## src/rtl/queen_pkg.sv

```systemverilog
// Shared types and constants for the N-queens scheduler.
package queen_pkg;

    // Width of every partial and total solution count.
    localparam int unsigned ANS_W = 32;

    // Scheduler control states.
    typedef enum logic [1:0] {
        IDLE,
        RUN,
        FIN
    } state_t;

    // Number of row-0 columns needed when mirror symmetry is exploited.
    function automatic int unsigned ceil_half(input int unsigned n);
        return (n + 1) / 2;
    endfunction

endpackage

```

## src/rtl/queen_pick_idle.sv

```systemverilog
// Lowest-index priority encoder used to choose the next idle solver engine.
module queen_pick_idle #(
    parameter int unsigned W  = 2,
    parameter int unsigned IW = (W > 1) ? $clog2(W) : 1
) (
    input  logic [W-1:0]  req,
    output logic          any_idle,
    output logic [IW-1:0] idx
);

    // Scan upward; the first set bit wins and later bits are ignored.
    always_comb begin
        any_idle = 1'b0;
        idx      = '0;
        for (int unsigned i = 0; i < W; i++) begin
            if (req[i] && !any_idle) begin
                any_idle = 1'b1;
                idx      = IW'(i);
            end
        end
    end

endmodule

```

## src/rtl/queen_sched.sv

```systemverilog
// N-queens work scheduler: hands row-0 columns to W solver engines and sums
// their partial counts into one total.
// Optional feature macro: QUEEN_SCHED_SYMMETRY_EN (dispatch only the left half
// of row 0 and double the mirrored columns).
module queen_sched
    import queen_pkg::*;
#(
    parameter int unsigned N  = 11,
    parameter int unsigned LN = 5,
    parameter int unsigned W  = 2
) (
    input  logic              clk,
    input  logic              rst,
    input  logic              start,
    output logic              busy,
    output logic              done,
    output logic [31:0]       total,
    output logic [W-1:0]      eng_go,
    output logic [W*LN-1:0]   eng_col,
    input  logic [W-1:0]      eng_valid,
    input  logic [W*32-1:0]   eng_ans
);

    localparam int unsigned IW = (W > 1) ? $clog2(W) : 1;
`ifdef QUEEN_SCHED_SYMMETRY_EN
    localparam int unsigned LIMIT = ceil_half(N);
    localparam logic [LN-1:0] HALF_C = LN'(N / 2);
`else
    localparam int unsigned LIMIT = N;
`endif
    localparam logic [LN-1:0] LIMIT_C = LN'(LIMIT);

    state_t              state_q, state_d;
    logic [ANS_W-1:0]    total_q, total_d;
    logic [LN-1:0]       next_col_q, next_col_d;
    logic [W-1:0]        eng_busy_q, eng_busy_d;
    logic [W-1:0]        go_q, go_d;
    logic [W-1:0]        go_d1_q;
    logic [W-1:0]        valid_q;
    logic [W*LN-1:0]     col_q, col_d;

    logic                any_idle;
    logic [IW-1:0]       idx;
    logic [W-1:0]        cmpl;
    logic [ANS_W-1:0]    addend;
    logic [ANS_W-1:0]    addsum;

    queen_pick_idle #(
        .W  (W),
        .IW (IW)
    ) u_pick (
        .req      (~eng_busy_q),
        .any_idle (any_idle),
        .idx      (idx)
    );

    // Valid rising while busy, masked during the launch cycle and the one after
    // so a level left high by the previous job cannot count twice.
    assign cmpl = eng_busy_q & eng_valid & ~valid_q & ~go_q & ~go_d1_q;

    // Sum every completing slice, weighted by mirror symmetry when enabled.
    always_comb begin
        addsum = '0;
        addend = '0;
        for (int unsigned i = 0; i < W; i++) begin
            addend = eng_ans[i*ANS_W +: ANS_W];
`ifdef QUEEN_SCHED_SYMMETRY_EN
            if (col_q[i*LN +: LN] < HALF_C) begin
                addend = {addend[ANS_W-2:0], 1'b0};
            end
`endif
            if (cmpl[i]) begin
                addsum = addsum + addend;
            end
        end
    end

    // Next-state, dispatch and accumulation decisions.
    always_comb begin
        state_d    = state_q;
        total_d    = total_q;
        next_col_d = next_col_q;
        eng_busy_d = eng_busy_q;
        go_d       = '0;
        col_d      = col_q;
        case (state_q)
            IDLE: begin
                if (start) begin
                    total_d    = '0;
                    next_col_d = '0;
                    state_d    = RUN;
                end
            end
            RUN: begin
                total_d    = total_q + addsum;
                eng_busy_d = eng_busy_q & ~cmpl;
                if ((next_col_q < LIMIT_C) && any_idle) begin
                    go_d[idx]              = 1'b1;
                    col_d[idx*LN +: LN]    = next_col_q;
                    eng_busy_d[idx]        = 1'b1;
                    next_col_d             = next_col_q + 1'b1;
                end else if ((next_col_q == LIMIT_C) && (eng_busy_q == '0)) begin
                    state_d = FIN;
                end
            end
            FIN: begin
                state_d = IDLE;
            end
            default: begin
                state_d = IDLE;
            end
        endcase
    end

    // State and datapath registers; reset abandons any run in progress.
    always_ff @(posedge clk or posedge rst) begin
        if (rst) begin
            state_q    <= IDLE;
            total_q    <= '0;
            next_col_q <= '0;
            eng_busy_q <= '0;
            go_q       <= '0;
            go_d1_q    <= '0;
            valid_q    <= '0;
            col_q      <= '0;
        end else begin
            state_q    <= state_d;
            total_q    <= total_d;
            next_col_q <= next_col_d;
            eng_busy_q <= eng_busy_d;
            go_q       <= go_d;
            go_d1_q    <= go_q;
            valid_q    <= eng_valid;
            col_q      <= col_d;
        end
    end

    assign busy    = (state_q == RUN);
    assign done    = (state_q == FIN);
    assign total   = total_q;
    assign eng_go  = go_q;
    assign eng_col = col_q;

endmodule

```

## config.mk

```make
export PLATFORM = sky130hd
export DESIGN_NAME = queen_sched
export DESIGN_NICKNAME = d
export VERILOG_FILES = /design/src/rtl/queen_pkg.sv /design/src/rtl/queen_pick_idle.sv /design/src/rtl/queen_sched.sv
export SDC_FILE = /design/constraint.sdc
export NUM_CORES = 1
export LEC_CHECK = 0
export ABC_AREA = 1
export BUFFER_PORTS_ARGS = -buffer_cell sky130_fd_sc_hd__buf_2
export CAP_MARGIN = 20
export CORE_MARGIN = 2
export CORE_UTILIZATION = 40
export DETAILED_ROUTE_END_ITERATION = 7
export PLACE_DENSITY_LB_ADDON = 0.3
export SLEW_MARGIN = 20
export SYNTH_ARGS = -nofsm -noshare
export SYNTH_HDL_FRONTEND = slang
export SYNTH_HIERARCHICAL = 1
export SYNTH_SLANG_ARGS = --single-unit
```

## constraint.sdc

```tcl
create_clock -name clk -period 5.03 [get_ports clk]
set_input_delay 0.7545 -clock clk [delete_from_list [all_inputs] [get_ports clk]]
set_output_delay 0.7545 -clock clk [all_outputs]
set_load 0.02 [all_outputs]
```

==> results.yml, run 1 <==
sta:
  fin_tns_setup_ns: 0
  fmax_ghz: 0.2173
  final.period_utilization_pct: 91.48
  setup_viol: 0
  grt_setup_unrepaired: "false"
  hold_slack_ns: 0.4065
  period_minus_slack_ns: 4.601
  max_slew_margin_pct: 40.42
  slew_viol_final: 0
  tightest_slew_ns: 0.8904
  skew_ns: 0.01004
  final_hold_viol_count: 0
power:
  p_per_area_mw_per_mm2: 344.6
  vdd_drop_max_uv: 202.3
  leakage_nw: 4.402
clock_network:
  clock_sinks: 57
  cts_made_buffers: 9
  clock_latency_ns: 0.33
  clock_tree.root_cell: "clkbuf_16"
  cts_resized: 0
  cts-htree-levels: 3
  post_cts_buffers: 0
  clkTransAtPathRegs_ns: 0.05
  holdBufCountCts: 0
  cts_tree: "yes"
  cts_buffer_depth: 2
synth:
  synthesis.nets: 1153
  synth_top_flop_cell: "dfrtp_1"
  avgSynthCellArea_um2: 6.507
  synthArstFlopShare_pct: 100.0
  yosys_warnings: 6
  synth_seq_area_share_pct: 21.24
  ys_types: 54
  ys_ff_latch: 57
  syn_area_mm2: 0.006715
  synth-edff-count: 0
  synthCells: 1032
finish:
  syn_to_final_growth_pct: 17.03
  post-route-util_pct: 47.56
  antenna_cells: 0
  mostFrequentLayoutCell: "nand2_1"
  fin_nets: 1272
  drive_gt1_share_pct: 19.03
  fillers: 1754
  final_cell_area_mm2: 0.007859
  final_cell_mix: "nand2_1 (279), inv_1 (121), buf_2 (114)"
floorplanning:
  io_pins: 115
  rows: 47
  core-area_mm2: 0.01652
  fp.dieH_um: 133.6
  die_w_um: 133.6
  initial_core_util_pct: 40.64
  dieArea_mm2: 0.01784
global_routing:
  grt_pass1_wl_um: 33710
  antenna_found_initial: 0
  grt_use_total_pct: 23.76
  grt_max_degree: 58
  gr-total-overflow: 0
  grt_pass1_vias: 6630
flow_run:
  drv_cap: 0
min_path:
  hold_path_class: "flop to flop"
drt:
  vias: 7137
  via_per_inst: 5.187
  dr.pass1.iters: 8
  wl_per_cell_um: 15.41
  first_iter_violations: 595
  ant_nets: 0
  wirelength_um: 21200
  drc: 0
setup_path:
  setup.worst_path.class: "primary input to flop"
  path_max_fanout: 16
  cp-start-kind: "primary input"
  crit_slowest_cell: "ha_1"
  end_kind: "flop"
  cp.arrival_ns: 4.82
  cpMostUsedCell: "nand2_1"
  worstPathRequired_ns: 5.25
  slowest_delay_ns: 0.35
placement:
  place.gp.congestion: 1.023
  dpl_cell_area_mm2: 0.007562
  io_buffers: 114
  hpwl_um: 17140
outcome:
  outcome: "complete, no violations"
-- power by group --
group	internal (mW)	switching (mW)	total, mW
Sequential	0.600	0.141	0.741
Combinational	0.472	0.903	1.37
Clock	0.362	0.230	0.593
Total	1.43	1.27	2.71
-- final timing paths --
| path | start | to | slack (ns) | cells after the start |
|---|---|---|---|---|
| max in group asynchronous | rst | total[1]$_DFFE_PP0P_ | 3.89 | 3 |
| setup / recovery | eng_valid[0] | total[31]$_DFFE_PP0P_ | 0.43 | 29 |
| min in group asynchronous | rst | total[27]$_DFFE_PP0P_ | 0.63 | 3 |
| hold reg to reg | eng_go[1]$_DFF_PP0_ | go_d1_q[1]$_DFF_PP0_ | 0.41 | 0 |
| setup reg to reg | eng_busy_q[0]$_DFFE_PP0P_ | total[31]$_DFFE_PP0P_ | 0.51 | 28 |
| hold / removal | eng_go[1]$_DFF_PP0_ | go_d1_q[1]$_DFF_PP0_ | 0.41 | 0 |
-- worst max-delay path, delay by kind of cell --
kind	cells	cell delay, ns
AO/OA/AOI/OAI	9	1.81
AND/OR/NAND/NOR	14	0.97
adder cells (fa/ha/maj)	2	0.69
buffers and inverters	4	0.59
-- area by class of cell --
class,count,area [um^2],share of cell area (%)
clock buffer,11,252.7,3.216
clock inverter,5,38.79,0.4936
inverter,129,489.2,6.225
multi-input combinational,828,4716,60.01
sequential,57,1426,18.15
tap,220,275.3,3.503
timing repair buffer,126,660.6,8.406
-- synthesized netlist by cell type, types with 5 or more instances --
cell | instances | area, um^2
nand2_1 | 279 | 1047
inv_1 | 122 | 457.9
nor2_1 | 92 | 345.3
o21ai_0 | 80 | 400.4
a21oi_1 | 79 | 395.4
dfrtp_1 | 57 | 1426
ha_1 | 50 | 625.6
nand3_1 | 42 | 210.2
nand2_2 | 20 | 125.1
nand4_1 | 19 | 118.9
xor2_1 | 18 | 157.7
clkbuf_1 | 14 | 52.55
mux2i_1 | 12 | 120.1
nand3_2 | 12 | 120.1
nor2_2 | 12 | 75.07
nor3_1 | 12 | 60.06
xnor2_1 | 12 | 105.1
a21boi_1 | 11 | 82.58
o21bai_1 | 9 | 67.56
o21a_1 | 7 | 52.55
inv_2 | 6 | 22.52
nand3b_1 | 6 | 45.04
nor2_4 | 5 | 56.30
o21ai_1 | 5 | 25.02
-- stage by stage --
step | setup slack, ns | instances | power, mW
finish | 0.4286 | 1376 | 2.708
global route | 0.04625 | 1376 | 2.917
CTS | 0.4369 | 1376 | 2.713
detailed placement | 0.1083 | 1360 | 2.106
global placement | 0.05011 | 1360 | 2.114
floorplan | 0.4616 | 1032 | 1.677
-- sequential cells by signal (all words and copies together), names as in the netlist --
register / flops
eng_col: 10
eng_busy_q: 2
total: 32
go_d1_q: 2
state_q: 2
eng_go: 2
next_col_q: 5
valid_q: 2
-- cells by family (layout without fill, tap and decap cells) --
| kind of cell | Yosys count | after routing | synth area share [%] |
|---|---|---|---|
| and+or+nand+nor | 515 | 515 | 35.36 |
| AOI/OAI and AO/OA | 218 | 218 | 18.73 |
| buffers and inverters | 147 | 271 | 8.645 |
| DFF | 57 | 57 | 21.24 |
| adders and majority gates | 52 | 52 | 9.912 |
| xor gates and xnor gates | 31 | 31 | 4.323 |
| muxes | 12 | 12 | 1.789 |
-- per-layer routing --
layer / vias up / share of wire [%] / GRT usage [%]
met5: - / 0 / 0
li1: 3656 / - / -
met4: 0 / 2.4 / 7.388
met1: 3225 / 47 / 32.63
met3: 34 / 4.5 / 2.740
met2: 222 / 46 / 39.18
Note: power is estimated with default switching activity, not from simulation.
==> run 2: changes to the inputs <==
- CAP_MARGIN: 20 -> 10
- RECOVER_POWER: not set -> 25
==> run 2 against run 1 <==
  * The run now ends with max-capacitance violations, max-slew violations left
  * Flip-flop and latch count did not move
  * Setup slack lost 0.050 ns
  * Sequential share of layout area is essentially flat
  * Utilization about the same
  * Design area hardly changed
  * Hold slack is essentially flat
  * Via count down 0.17%
  * Clock skew about the same
  * Combinational power about the same
==> results.yml, run 2 (synthesis results as in run 1) <==
global_routing:
  grt_max_degree: 58
  antenna_found_initial: 0
  grt_use_total_pct: 23.76
  gr-total-overflow: 0
  grt_pass1_wl_um: 33710
  grt_pass1_vias: 6630
finish:
  largest_reg_flops: 32
  fillers: 1757
  antenna_cells: 0
  mostFrequentLayoutCell: "nand2_1"
  fin_nets: 1272
  drive_gt1_share_pct: 18.77
  syn_to_final_growth_pct: 16.96
  final_cell_mix: "nand2_1 (279), inv_1 (122), buf_2 (113)"
  final_cell_area_mm2: 0.007854
clock_network:
  clock_latency_ns: 0.34
  cts_tree: "yes"
  cts-htree-levels: 3
  clock_tree.root_cell: "clkbuf_16"
  cts_buffer_depth: 2
  cts_made_buffers: 9
  clkTransAtPathRegs_ns: 0.05
  clock_sinks: 57
  post_cts_buffers: 0
setup_path:
  crit_slowest_cell: "a2111oi_0"
  cp.arrival_ns: 4.87
  path_cells: "clkbuf_1, nand2_2, nor2_8, buf_4, nand3_2, nand2_1, nand2_1, nor2_2, nand3_1, nor2_1, nand3_1, nand3b_1, xnor2_1, a21boi_1, ha_1, a21oi_1, o21ai_0, nor2_1, nor2_1, a2111oi_0, nand3_1, nand2_1, o21ai_1"
  cp_top_family: "simple AND/OR/NAND/NOR gates"
  path_buf_inv: 2
  path_max_fanout: 24
  slowest_delay_ns: 0.46
  end_kind: "flop"
  setup.worst_path.class: "primary input to flop"
  cp-start-kind: "primary input"
  worstPathRequired_ns: 5.25
power:
  leakage_nw: 4.396
  p_clk_share_pct: 21.9
  total_power_mw: 2.709
  intPower_mw: 1.434
  p_switching_mw: 1.276
  p_comb_share_pct: 50.8
  p_per_area_mw_per_mm2: 345.0
  switching_share_pct: 47.08
  pwr-share-seq_pct: 27.3
  vdd_drop_max_uv: 202.7
placement:
  place.gp.congestion: 1.023
  hpwl_um: 17140
  dpl_cell_area_mm2: 0.007562
  io_buffers: 114
drt:
  via_per_inst: 5.178
  first_iter_violations: 578
  wl_met1_um: 9692
  highest_layer: "met4"
  dr.pass1.iters: 5
  wl_met2_um: 9786
  drc: 0
  ant_nets: 0
  wirelength_um: 21190
  vias: 7125
  met3WireLength_um: 1213
  wl_per_cell_um: 15.40
outcome:
  outcome: "complete, but fails checks"
  violations: "max-capacitance violations, max-slew violations"
sta:
  final_hold_viol_count: 0
  fmax_ghz: 0.2150
  max_slew_margin_pct: -116.1
  grt_setup_unrepaired: "false"
  setup_viol: 0
  period_minus_slack_ns: 4.651
  fin_tns_setup_ns: 0
  tightest_slew_ns: 3.242
  skew_ns: 0.009744
  final.period_utilization_pct: 92.47
  slew_viol_final: 58
floorplanning:
  fp.dieH_um: 133.6
  die_w_um: 133.6
  rows: 47
  dieArea_mm2: 0.01784
  io_pins: 115
  core-area_mm2: 0.01652
  initial_core_util_pct: 40.64
flow_run:
  drv_cap: 1
min_path:
  hold_path_class: "flop to flop"
-- run 2: cell types whose count changed in the layout (fill, tap and decap cells not counted) --
cell / before / now
inv_1: 121 / 122
buf_4: 12 / 11
inv_2: 7 / 6
buf_2: 114 / 113
clkbuf_1: 0 / 2
-- run 2: cell type report --
type | count | area, um^2 | share of cell area [%]
timing repair buffer | 126 | 655.6 | 8.348
inverter | 129 | 489.2 | 6.229
multi-input combinational | 828 | 4716 | 60.04
clock inverter | 5 | 38.79 | 0.4939
sequential | 57 | 1426 | 18.16
clock buffer | 11 | 252.7 | 3.218
tap | 220 | 275.3 | 3.505
-- run 2: per-stage QoR --
stage | hold WS, ns | setup WS [ns] | utilization [%] | std cells
after floorplan | 0.4800 | 0.4616 | - | 1032
after global placement | 0.3965 | 0.05011 | 45.76 | 1360
after detailed placement | 0.4017 | 0.1083 | 45.76 | 1360
after CTS | 0.4176 | 0.4369 | 47.53 | 1376
after global routing | 0.4263 | 0.04829 | 47.53 | 1376
final | 0.4063 | 0.3787 | 47.53 | 1376
-- run 2: power groups by stage --
| stage | clock network (mW) | registers [mW] | logic (mW) |
|---|---|---|---|
| 3_3_place_gp | 0 | 0.751 | 1.36 |
| 3_5_place_dp | 0 | 0.747 | 1.36 |
| 2_1_floorplan | 0 | 0.873 | 0.805 |
| 6_report | 0.593 | 0.741 | 1.38 |
| 4_1_cts | 0.604 | 0.743 | 1.37 |
| 5_1_grt | 0.625 | 0.761 | 1.53 |
-- run 2: path summary, 6_finish.rpt --
check / from / end / slack [ns] / cells past startpoint
setup / recovery: eng_valid[0] / total[30]$_DFFE_PP0P_ / 0.38 / 23
hold / removal: eng_go[1]$_DFF_PP0_ / go_d1_q[1]$_DFF_PP0_ / 0.41 / 0
setup reg to reg: eng_busy_q[0]$_DFFE_PP0P_ / total[30]$_DFFE_PP0P_ / 0.48 / 22
hold reg to reg: eng_go[1]$_DFF_PP0_ / go_d1_q[1]$_DFF_PP0_ / 0.41 / 0
max in group asynchronous: rst / eng_col[0]$_DFFE_PP0P_ / 1.54 / 3
min in group asynchronous: rst / total[27]$_DFFE_PP0P_ / 1.66 / 3
-- run 2: layer usage --
metal  vias up  global-route usage [%]
met5         -                       0
met4         0                   7.388
met3        33                   2.740
met2       238                   39.18
met1      3196                   32.63
li1       3658                       -
-- run 2: repair_timing --
item	CTS	global route
setup endpoints to repair	0	1
resized for setup	0	1
hold buffers	0	0
==> run 3: changes to the inputs <==
- RECOVER_POWER: 25 -> 100
==> run 3 against run 2 <==
  * The run still ends with max-capacitance violations, max-slew violations left
  * First-iteration DRC count increased by 3.1%
  * Combinational power decreased by 3%
  * Non-clock buffer count unchanged
  * Clock-buffer cell count unchanged
  * Utilization decreased by 0.48 points
  * Via count increased by 0.55%
  * Setup slack got worse by 0.13 ns
  * Fmax decreased by 2.7%
  * Sequential share of layout area increased by 0.18 points
  * Clock power about the same
  * Die area unchanged
  * Total power decreased by 1.4%
  * Critical endpoint unchanged
==> results.yml, run 3 (synthesis results as in run 1) <==
setup_path:
  path_max_fanout: 24
  setup.worst_path.class: "primary input to flop"
  crit_slowest_cell: "a2111oi_0"
  end_kind: "flop"
  reg2regPathDepth: 22
  cp-start-kind: "primary input"
  worstPathRequired_ns: 5.25
  path_cells: "clkbuf_1, nand2_2, nor2_8, buf_4, nand3_2, nand2_1, nand2_1, nor2_2, nand3_1, nor2_1, nand3_1, nand3b_1, xnor2_1, a21boi_0, ha_1, a21oi_1, o21ai_0, nor2_1, nor2_1, a2111oi_0, nand3_1, nand2_1, o21ai_1"
  slowest_delay_ns: 0.43
  r2r_slack_ns: 0.35
  cp.arrival_ns: 5.00
finish:
  antenna_cells: 0
  fillers: 1770
  largest_reg_flops: 32
  fin_nets: 1272
  drive_gt1_share_pct: 14.27
  syn_to_final_growth_pct: 15.78
  final_cell_mix: "nand2_1 (279), inv_1 (122), nor2_1 (93)"
  final_cell_area_mm2: 0.007775
  mostFrequentLayoutCell: "nand2_1"
  post-route-util_pct: 47.05
clock_network:
  clkTransAtPathRegs_ns: 0.05
  cts-htree-levels: 3
  clock_latency_ns: 0.33
  clock_tree.root_cell: "clkbuf_16"
  cts_made_buffers: 9
  post_cts_buffers: 0
  cts_tree: "yes"
  cts_buffer_depth: 2
  clock_sinks: 57
min_path:
  min_path_cells: 0
  hold_path_class: "flop to flop"
sta:
  slew_viol_final: 58
  period_minus_slack_ns: 4.780
  final.period_utilization_pct: 95.03
  final_hold_viol_count: 0
  max_slew_margin_pct: -113.5
  fin_tns_setup_ns: 0
  setup_viol: 0
  skew_ns: 0.009171
  tightest_slew_ns: 3.203
  fmax_ghz: 0.2092
  grt_setup_unrepaired: "false"
  setup_ws_ns: 0.2501
power:
  p_per_area_mw_per_mm2: 343.5
  vdd_drop_max_uv: 202.0
  leakage_nw: 4.239
outcome:
  violations: "max-capacitance violations, max-slew violations"
  outcome: "complete, but fails checks"
drt:
  wl_per_cell_um: 15.43
  wl_met2_um: 9800
  drc: 0
  wl_met1_um: 9855
  wirelength_um: 21230
  ant_nets: 0
  met3WireLength_um: 1045
  via_per_inst: 5.206
  highest_layer: "met4"
  first_iter_violations: 596
  vias: 7164
  dr.pass1.iters: 5
floorplanning:
  fp.dieH_um: 133.6
  io_pins: 115
  die_w_um: 133.6
  initial_core_util_pct: 40.64
  core-area_mm2: 0.01652
  dieArea_mm2: 0.01784
  rows: 47
global_routing:
  gr-total-overflow: 0
  grt_pass1_wl_um: 33710
  grt_use_total_pct: 23.76
  grt_max_degree: 58
  grt_pass1_vias: 6630
  antenna_found_initial: 0
flow_run:
  drv_cap: 1
placement:
  place.gp.congestion: 1.023
  dp_slack_ns: 0.1083
  dpl_cell_area_mm2: 0.007562
  io_buffers: 114
  hpwl_um: 17140
-- run 3: power breakdown --
group	total, mW	leakage, nW	switching, mW	internal, mW
Clock	0.593	0.142	0.230	0.362
Sequential	0.742	0.691	0.142	0.600
Combinational	1.34	3.41	0.901	0.434
-- run 3: per-layer routing --
metal | up-vias | GRT usage, %
met4 | 0 | 7.388
met2 | 251 | 39.18
met5 | - | 0
met3 | 37 | 2.740
li1 | 3660 | -
met1 | 3216 | 32.63
-- run 3: worst max-delay path, delay by kind of cell --
kind,cells,cell delay [ns]
compound gates,5,1.22
xor+xnor,1,0.08
fa+ha+maj,1,0.40
buf+inv,2,0.42
simple gates,14,2.11
-- run 3: final cells by class --
type	instances	area, um^2	area share, %
repair buffers	126	594.3	7.644
multi-input cells	828	4698	60.43
flip-flops and latches	57	1426	18.35
well taps	220	275.3	3.540
inverters	129	489.2	6.292
clock inverters	5	38.79	0.4989
clock buffers	11	252.7	3.251
-- run 3: final timing paths --
path / startpoint / to
worst min register to register: eng_go[1]$_DFF_PP0_ / go_d1_q[1]$_DFF_PP0_
min in group asynchronous: rst / total[27]$_DFFE_PP0P_
worst max register to register: eng_busy_q[0]$_DFFE_PP0P_ / total[30]$_DFFE_PP0P_
max in group asynchronous: rst / total[5]$_DFFE_PP0P_
worst max-delay path: eng_valid[0] / total[30]$_DFFE_PP0P_
worst min-delay path: eng_go[1]$_DFF_PP0_ / go_d1_q[1]$_DFF_PP0_
-- run 3: what timing repair did --
item	CTS	global route
setup endpoints to repair	0	1
hold buffers	0	0
gates resized for setup	0	1
hold endpoints to repair	0	0
-- run 3: per-stage QoR --
| stage | std cells | hold WS [ns] | total power, mW |
|---|---|---|---|
| 2_1_floorplan | 1032 | 0.4800 | 1.677 |
| 3_3_place_gp | 1360 | 0.3965 | 2.114 |
| 3_5_place_dp | 1360 | 0.4017 | 2.106 |
| 4_1_cts | 1376 | 0.4176 | 2.713 |
| 5_1_grt | 1376 | 0.4281 | 2.878 |
| 6_report | 1376 | 0.4102 | 2.671 |
